`src/rtl/alu_word_seq_if.sv`:
```
// Sequencer bus bundle: request/result handshakes plus the W-bit alu word port.
// Optional flag outputs out_z/out_v exist only when ALU_WORD_SEQ_FLAGS_EN is defined.
interface alu_word_seq_if #(
  parameter int W = 4,
  parameter int N = 4
);
  logic           in_valid;
  logic           in_ready;
  logic [2:0]     in_op;
  logic [N*W-1:0] in_a;
  logic [N*W-1:0] in_b;
  logic [2:0]     alu_mux;
  logic [W-1:0]   alu_a;
  logic [W-1:0]   alu_b;
  logic           alu_ci;
  logic [W-1:0]   alu_s;
  logic           alu_co;
  logic           out_valid;
  logic           out_ready;
  logic [N*W-1:0] out_s;
  logic           out_co;
`ifdef ALU_WORD_SEQ_FLAGS_EN
  logic           out_z;
  logic           out_v;
`endif

  modport slave (
    input  in_valid, in_op, in_a, in_b, alu_s, alu_co, out_ready,
    output in_ready, alu_mux, alu_a, alu_b, alu_ci, out_valid, out_s, out_co
`ifdef ALU_WORD_SEQ_FLAGS_EN
    , output out_z, out_v
`endif
  );

  modport master (
    output in_valid, in_op, in_a, in_b, alu_s, alu_co, out_ready,
    input  in_ready, alu_mux, alu_a, alu_b, alu_ci, out_valid, out_s, out_co
`ifdef ALU_WORD_SEQ_FLAGS_EN
    , input out_z, out_v
`endif
  );
endinterface

```
`src/rtl/alu_word_seq.sv`:
```
// Drives a W-bit alu one word per cycle (LSW first) for N*W-bit ops; result valid N cycles
// after accept, held in DONE until out_ready. ALU_WORD_SEQ_FLAGS_EN adds out_z/out_v.
module alu_word_seq #(
  parameter int W = 4,
  parameter int N = 4
) (
  input  logic          clk,
  input  logic          rst_n,
  alu_word_seq_if.slave bus
);
  localparam int NW = N * W;
  localparam int KW = (N > 1) ? $clog2(N) : 1;

  typedef enum logic [1:0] {IDLE, RUN, DONE} state_t;

  state_t          state_q;
  logic [KW-1:0]   k_q;
  logic [2:0]      op_q;
  logic [NW-1:0]   a_q;
  logic [NW-1:0]   b_q;
  logic [NW-1:0]   s_q;
  logic [NW-1:0]   s_d;
  logic            cy_q;
  logic            co_q;
  logic            arith;
  logic            last_word;
`ifdef ALU_WORD_SEQ_FLAGS_EN
  logic            z_q;
  logic            v_q;
`endif

  assign arith     = (op_q[1:0] == 2'b00);
  assign last_word = (k_q == KW'(N - 1));

  // Result with the current alu word merged in; used both for storage and the zero flag.
  always_comb begin
    s_d = s_q;
    s_d[k_q*W +: W] = bus.alu_s;
  end

  always_comb begin
    bus.alu_mux = 3'b000;
    bus.alu_a   = '0;
    bus.alu_b   = '0;
    bus.alu_ci  = 1'b0;
    if (state_q == RUN) begin
      bus.alu_mux = op_q;
      bus.alu_a   = a_q[k_q*W +: W];
      bus.alu_b   = b_q[k_q*W +: W];
      bus.alu_ci  = (k_q == '0) ? op_q[2] : (arith & cy_q);
    end
  end

  assign bus.in_ready  = (state_q == IDLE);
  assign bus.out_valid = (state_q == DONE);
  assign bus.out_s     = s_q;
  assign bus.out_co    = co_q;
`ifdef ALU_WORD_SEQ_FLAGS_EN
  assign bus.out_z     = z_q;
  assign bus.out_v     = v_q;
`endif

  always_ff @(posedge clk) begin
    if (!rst_n) begin
      state_q <= IDLE;
      k_q     <= '0;
      op_q    <= 3'b000;
      a_q     <= '0;
      b_q     <= '0;
      s_q     <= '0;
      cy_q    <= 1'b0;
      co_q    <= 1'b0;
`ifdef ALU_WORD_SEQ_FLAGS_EN
      z_q     <= 1'b0;
      v_q     <= 1'b0;
`endif
    end else begin
      case (state_q)
        IDLE: begin
          if (bus.in_valid) begin
            op_q    <= bus.in_op;
            a_q     <= bus.in_a;
            b_q     <= bus.in_b;
            k_q     <= '0;
            state_q <= RUN;
          end
        end
        RUN: begin
          s_q  <= s_d;
          cy_q <= bus.alu_co;
          if (last_word) begin
            k_q     <= '0;
            co_q    <= arith & bus.alu_co;
`ifdef ALU_WORD_SEQ_FLAGS_EN
            z_q     <= (s_d == '0);
            // Sub overflows against ~b, so the effective b msb is flipped by op[2].
            v_q     <= arith & (a_q[NW-1] ^ bus.alu_s[W-1])
                             & ((b_q[NW-1] ^ op_q[2]) ^ bus.alu_s[W-1]);
`endif
            state_q <= DONE;
          end else begin
            k_q <= k_q + KW'(1);
          end
        end
        DONE: begin
          if (bus.out_ready) state_q <= IDLE;
        end
        default: state_q <= IDLE;
      endcase
    end
  end
endmodule

```
`src/flat_wrapper.sv`:
```
// flat-port wrapper written by rule: the top's interface ports become plain ports
module alu_word_seq_flat 
#(
  parameter int W = 4,
  parameter int N = 4
)
  (clk, rst_n, bus_in_valid, bus_in_op, bus_in_a, bus_in_b, bus_alu_s, bus_alu_co, bus_out_ready, bus_in_ready, bus_alu_mux, bus_alu_a, bus_alu_b, bus_alu_ci, bus_out_valid, bus_out_s, bus_out_co);
  alu_word_seq_if #(.W(W), .N(N)) bus_i ();
  input  logic clk;
  input  logic rst_n;
  input wire logic [$bits(bus_i.in_valid)-1:0] bus_in_valid;
  input wire logic [$bits(bus_i.in_op)-1:0] bus_in_op;
  input wire logic [$bits(bus_i.in_a)-1:0] bus_in_a;
  input wire logic [$bits(bus_i.in_b)-1:0] bus_in_b;
  input wire logic [$bits(bus_i.alu_s)-1:0] bus_alu_s;
  input wire logic [$bits(bus_i.alu_co)-1:0] bus_alu_co;
  input wire logic [$bits(bus_i.out_ready)-1:0] bus_out_ready;
  output wire logic [$bits(bus_i.in_ready)-1:0] bus_in_ready;
  output wire logic [$bits(bus_i.alu_mux)-1:0] bus_alu_mux;
  output wire logic [$bits(bus_i.alu_a)-1:0] bus_alu_a;
  output wire logic [$bits(bus_i.alu_b)-1:0] bus_alu_b;
  output wire logic [$bits(bus_i.alu_ci)-1:0] bus_alu_ci;
  output wire logic [$bits(bus_i.out_valid)-1:0] bus_out_valid;
  output wire logic [$bits(bus_i.out_s)-1:0] bus_out_s;
  output wire logic [$bits(bus_i.out_co)-1:0] bus_out_co;
  assign bus_i.in_valid = bus_in_valid;
  assign bus_i.in_op = bus_in_op;
  assign bus_i.in_a = bus_in_a;
  assign bus_i.in_b = bus_in_b;
  assign bus_i.alu_s = bus_alu_s;
  assign bus_i.alu_co = bus_alu_co;
  assign bus_i.out_ready = bus_out_ready;
  assign bus_in_ready = bus_i.in_ready;
  assign bus_alu_mux = bus_i.alu_mux;
  assign bus_alu_a = bus_i.alu_a;
  assign bus_alu_b = bus_i.alu_b;
  assign bus_alu_ci = bus_i.alu_ci;
  assign bus_out_valid = bus_i.out_valid;
  assign bus_out_s = bus_i.out_s;
  assign bus_out_co = bus_i.out_co;
  alu_word_seq #(.W(W), .N(N)) u_core (.clk(clk), .rst_n(rst_n), .bus(bus_i));
endmodule
```
`config.mk`:
```
export PLATFORM = sky130hd
export DESIGN_NAME = alu_word_seq_flat
export DESIGN_NICKNAME = d
export VERILOG_FILES = /design/src/rtl/alu_word_seq_if.sv /design/src/rtl/alu_word_seq.sv /design/src/flat_wrapper.sv
export SDC_FILE = /design/constraint.sdc
export NUM_CORES = 1
export LEC_CHECK = 0
export CORE_MARGIN = 2
export CORE_UTILIZATION = 49
export CTS_BUF_LIST = sky130_fd_sc_hd__clkbuf_4
export DETAILED_ROUTE_END_ITERATION = 6
export PLACE_DENSITY = 0.92
export REMOVE_ABC_BUFFERS = 1
export SKIP_CTS_REPAIR_TIMING = 1
export SLEW_MARGIN = 20
export SYNTH_ARGS = -nofsm -noshare
export SYNTH_HDL_FRONTEND = slang
export SYNTH_SLANG_ARGS = --single-unit
```
`constraint.sdc`:
```
create_clock -name clk -period 2.45 [get_ports clk]
set_input_delay 0.245 -clock clk [delete_from_list [all_inputs] [get_ports clk]]
set_output_delay 0.245 -clock clk [all_outputs]
set_load 0.01 [all_outputs]
```
; Word level (Yosys, flattened, before mapping)
; Index checks and enable logic that the tools add are counted.
[op_classes]
shift = 4
bitwise_logic = 2
add_sub_neg = 2
n_eq_ne = 6
muxes = 13
reduce_logical = 8
[ops]
columns = op, n
row1 = $neg A4 Y34, 1
row2 = $shift A4 B34 Y16 const A, 1
row3 = $shiftx A4 B34 Y16, 1
row4 = $shiftx A16 B5 Y4, 2
row5 = $bwmux W16, 1
row6 = $mux W2, 5
row7 = $mux W4, 2
row8 = $logic_not A2 Y1, 3
row9 = $pmux W2 S3, 1
row10 = $reduce_and A2 Y1, 3
row11 = $eq A2 B2 Y1 const B, 2
row12 = $ne A2 B2 Y1 const B, 2
row13 = $pmux W2 S2, 1
row14 = $mux W3, 1
row15 = $reduce_and A3 Y1, 1
row16 = $add A2 B1 Y2 const B, 1
row17 = $and A1 B1 Y1, 2
row18 = $eq A2 B1 Y1 const B, 1
row19 = $mux W1, 2
row20 = $ne A2 B1 Y1 const B, 1
row21 = $reduce_bool A2 Y1, 1
[totals]
reg_bits = 57
wordCells = 43

; Depth between registers and ports, before layout
[logic_depth]
depth_word = 4
mapped_depth = 6

; Worst setup path after synthesis
; No wires, ideal clock.
[synth_path]
path_kind = register to register
start = register u_core.k_q[1]
end = register u_core.s_q[4] (netlist: u_core.bus.out_s[4])
synth_period_minus_slack_ps = 2148
path_stages_with_launch = 7
n_path_buf = 1
arrival_time_ps = 2074
slack_ps = 302
cell_sequence = dfxtp_1 > clkbuf_1 > inv_1 > ha_1 > or3b_1 > or3b_4 > o22ai_1
[synth_via]
elab_chain_len = 3
elab_cells_between_ends = 4
classes_between = 1 x add/sub / 2 x shift / 1 x mux
[synth_rtl]
columns = element, line
row1 = start: declaration, alu_word_seq.sv:17  ; logic [KW-1:0] k_q;
row2 = start signal: assignment, alu_word_seq.sv:102  ; k_q <= k_q + KW'(1);
row3 = $neg A4 Y34 (*), alu_word_seq.sv:38  ; s_d[k_q*W +: W] = bus.alu_s;
row4 = $shiftx A4 B34 Y16 / $shift A4 B34 Y16 (equally long branches), alu_word_seq.sv:38
row5 = $bwmux W16 (*), alu_word_seq.sv:38
row6 = end signal: assignment, alu_word_seq.sv:70  ; s_q <= '0;
row7 = end signal: assignment, alu_word_seq.sv:89  ; s_q <= s_d;
row8 = end: declaration, alu_word_seq.sv:21  ; logic [NW-1:0] s_q;
; Mark *: on every way between the ends. The rest lies on a longest branch, timed or not.
; A chain may end at the register's enable or synchronous reset.

; Worst setup path after layout
[layout_path]
start = register u_core.k_q[0]
end = output port bus_alu_a[0]
[layout_via]
elab_chain_len = 2
[layout_rtl]
columns = element, line
row1 = $shiftx A16 B5 Y4, alu_word_seq.sv:48  ; bus.alu_a = a_q[k_q*W +: W];
row2 = $mux W4, alu_word_seq.sv:46  ; if (state_q == RUN) begin
row3 = end: declaration, flat_wrapper.sv:20  ; output wire logic [$bits(bus_i.alu_a)-1:0] bus_alu_a;
; No other way between the ends.

==> out/qor.txt <==
=================================================================================
Setup Viol. Count Final                                                         0
Slowest cell delay on critical path                                        500 ps
Endpoints failing hold                                                          0
Clock skew                                                                8.99 ps
Slew headroom                                                               0.512
Most common flop cell mapped by yosys                                sky130_fd_sc_hd__dfxtp_1
Nature of the critical path endpoint                                 primary output
Share of total power in the clock network                                   0.293
Chip Width                                                                75.6 um
RePlAce Congestion                                                          0.840
Cell taking the most area after synthesis                            sky130_fd_sc_hd__dfxtp_1
Crit-path cells                                                      buf_4 -> mux4_2 -> and2_1 -> clkdlybuf4s50_1
Area share of the largest cell type after synthesis                         0.454
Final min period                                                          2360 ps
Via count of the first global-routing pass                                   2136
Worst min path class                                                    in -> reg
Status                                                               complete, no violations
Die boundary height                                                       75.6 um
Total overflow reported by the global router                                    0
Clk buf depth                                                                   2
Number of antenna violations at the first check in global routing               0
Register clock-pin slew on the reported worst setup and hold paths          90 ps
Fin cells                                                                     429
Power after layout                                                        1.82 mW
Boundary pin count                                                             75
Cell Area, Placed                                                        3330 um2
Switching fraction of total power                                           0.268
Net switching power                                                        489 uW
Sequential cell area fraction in the yosys report                           0.454
Clock latency on the worst-skew pair                                       400 ps
Vias per Instance                                                            5.19
Number of DRC violations after detailed-routing iteration 0                   109
Worst path slowest cell                                              sky130_fd_sc_hd__mux4_2
Num rows                                                                       26
Part of the total power dissipated in combinational logic                   0.161
Quantity of I/O buffers inserted on ports                                      74
Pin slew with the least headroom to its limit                              732 ps
Leak Pwr                                                                  1.26 nW
Number of cells in the design after placement                                 413
Worst path required time                                                  2200 ps
Num CTS Buffers                                                                 9
Setup repair after global routing missed its margin                         false
Number of enable-type register cells in the synthesized netlist                 0
All-Layer GR Usage                                                          0.219
Initial core utilization                                                    0.498
Setup Slack @ Placement                                                    407 ps
Post-Route Hold Slack                                                      399 ps
Register-to-register setup slack                                           600 ps
Data arrival time of the worst path                                       2110 ps
Critical Setup Path Class                                              reg -> out
Cell types with the largest area share after synthesis               sky130_fd_sc_hd__dfxtp_1 45%, sky130_fd_sc_hd__nand2_1 14%, sky130_fd_sc_hd__a21boi_0 12%
Synth unique cells                                                             30
Post-synthesis sequential element count                                        57
CTS tree                                                                    built
Element type at the critical path start                                  register
Commonest cells in the netlist                                       92 x sky130_fd_sc_hd__nand2_1, 57 x sky130_fd_sc_hd__dfxtp_1, 39 x sky130_fd_sc_hd__a21boi_0
Synth Instances                                                               278
Number of H-tree levels                                                         3
Post-layout nets                                                              404
Antenna diode count                                                             0
Overall routed net length                                                 5760 um
Max Clk Rate                                                            0.424 GHz
Detailed Routing Iterations Pass 1                                              4
Antenna-violating nets left                                                     0
Number of max-cap violations                                                    0
Wire length of the first global-routing pass                              9210 um
Area inside the core boundary                                            5040 um2
Period Utilization, post-route                                              0.962
Async set or reset register ratio after synthesis                               0
Post-route worst setup slack                                              93.8 ps
Final standard cell utilization of the core                                 0.682
Post-synthesis average cell area                                         9.04 um2
Global Route met2 Usage                                                     0.371
Global-route layer with the greatest usage                                   met2
Final total negative setup slack                                             0 ps
Int Pwr                                                                   1.33 mW
Yosys warning count                                                             0
Via total after detailed routing                                             2226
Pin count of the biggest net entering global routing                           42
Clk Tree Root Cell                                                   sky130_fd_sc_hd__clkbuf_4
DP Wirelength                                                             4140 um
Synthesis-to-finish area growth                                             36.9%
Count of clock tree sinks                                                      57
DRC violation count after routing                                               0
Proportion of layout cells with a drive suffix above 1                      0.103
Sequential fraction of design power                                         0.546
Power per standard cell area                                           530 nW/um2
Die Outline Area                                                         5720 um2
Finished layout cell area                                                3440 um2
Most used standard cell by instance count after synthesis            sky130_fd_sc_hd__nand2_1
Grt met1 use                                                                0.243
Met3 track demand over resource in global routing                          0.0952
Routed wire per std cell                                                  13.4 um
Worst ir drop on vdd                                                     0.317 mV
Max Slew Vio Count                                                              0
Synth Cell Area                                                          2510 um2
Critical Path Fanout Max                                                        5
=================================================================================
## final timing paths
path,start,depth (start not counted),end
hold reg to reg,u_core.a_q[14],2,u_core.a_q[14]
setup / recovery,u_core.k_q[0],4,bus_alu_a[0]
setup reg to reg,u_core.k_q[0],5,u_core.bus.out_s[5]
hold / removal,bus_in_b[9],3,u_core.b_q[9]
## flip-flops by register name, summed over array words and instances (netlist names)
signal and cells:
u_core.state_q 2, u_core.op_q 3, u_core.k_q 2, u_core.a_q 16
u_core.b_q 16, u_core.cy_q 1, u_core.bus.out_co 1, u_core.bus.out_s 16
## cell families (layout without fill, tap and decap cells)
family / Yosys count / after routing / synth area share
fa+ha+maj: 6 / 6 / 0.0299
simple gates: 126 / 126 / 0.234
compound gates: 60 / 60 / 0.172
mux: 8 / 8 / 0.0717
buf+inv: 21 / 102 / 0.0383
flops: 57 / 57 / 0.454
## cell type report
class / instances / area, um2
Timing Repair Buffer: 82 / 801
Clock inverter: 6 / 25.0
Fill cell: 417 / 1600
Clock buffer: 10 / 75.1
Sequential cell: 57 / 1140
Inverter: 4 / 15.0
Tap cell: 70 / 87.6
Multi-Input combinational cell: 200 / 1290
## layout by cell type, fill, tap and decap left out
cell,count
sky130_fd_sc_hd__a21boi_0,39
sky130_fd_sc_hd__a21oi_1,1
sky130_fd_sc_hd__a22o_1,4
sky130_fd_sc_hd__a22oi_1,1
sky130_fd_sc_hd__and2_1,13
sky130_fd_sc_hd__and3b_1,2
sky130_fd_sc_hd__buf_4,8
sky130_fd_sc_hd__clkbuf_4,10
sky130_fd_sc_hd__clkdlybuf4s50_1,74
sky130_fd_sc_hd__clkinv_1,4
sky130_fd_sc_hd__clkinv_2,2
sky130_fd_sc_hd__dfxtp_1,56
sky130_fd_sc_hd__dfxtp_4,1
sky130_fd_sc_hd__ha_1,5
sky130_fd_sc_hd__ha_2,1
sky130_fd_sc_hd__inv_1,4
sky130_fd_sc_hd__mux4_2,8
sky130_fd_sc_hd__nand2_1,92
sky130_fd_sc_hd__nand2b_2,1
sky130_fd_sc_hd__nand3_1,1
sky130_fd_sc_hd__nand4_1,1
sky130_fd_sc_hd__nor2_1,3
sky130_fd_sc_hd__nor2b_1,3
sky130_fd_sc_hd__nor3_1,2
sky130_fd_sc_hd__nor3b_4,1
sky130_fd_sc_hd__nor4_2,1
sky130_fd_sc_hd__nor4b_1,1
sky130_fd_sc_hd__nor4b_2,1
sky130_fd_sc_hd__o21a_1,1
sky130_fd_sc_hd__o21ai_0,2
sky130_fd_sc_hd__o22ai_1,12
sky130_fd_sc_hd__or3b_1,1
sky130_fd_sc_hd__or3b_2,1
sky130_fd_sc_hd__or3b_4,1
sky130_fd_sc_hd__or4_4,1
## routing by layer
metal | wire length (um) | vias to the layer above
met4 | 89 | 0
met5 | 0 | -
met1 | 2540 | 1037
met3 | 422 | 10
li1 | - | 1099
met2 | 2710 | 80
## worst max-delay path, delay by kind of cell (launching register included)
kind,cells,cell delay (ps)
mux,1,500
simple gates,1,180
buf+inv,2,670
flops,1,370
## power groups by stage
stage | logic [mW] | registers (mW) | clock network (mW)
5_1_grt | 0.323 | 1.00 | 0.585
2_1_floorplan | 0.132 | 1.02 | 0
3_3_place_gp | 0.284 | 1.02 | 0
3_5_place_dp | 0.293 | 1.02 | 0
4_1_cts | 0.294 | 0.996 | 0.550
6_report | 0.293 | 0.996 | 0.533
No activity file was read; power rests on OpenSTA's default activity.
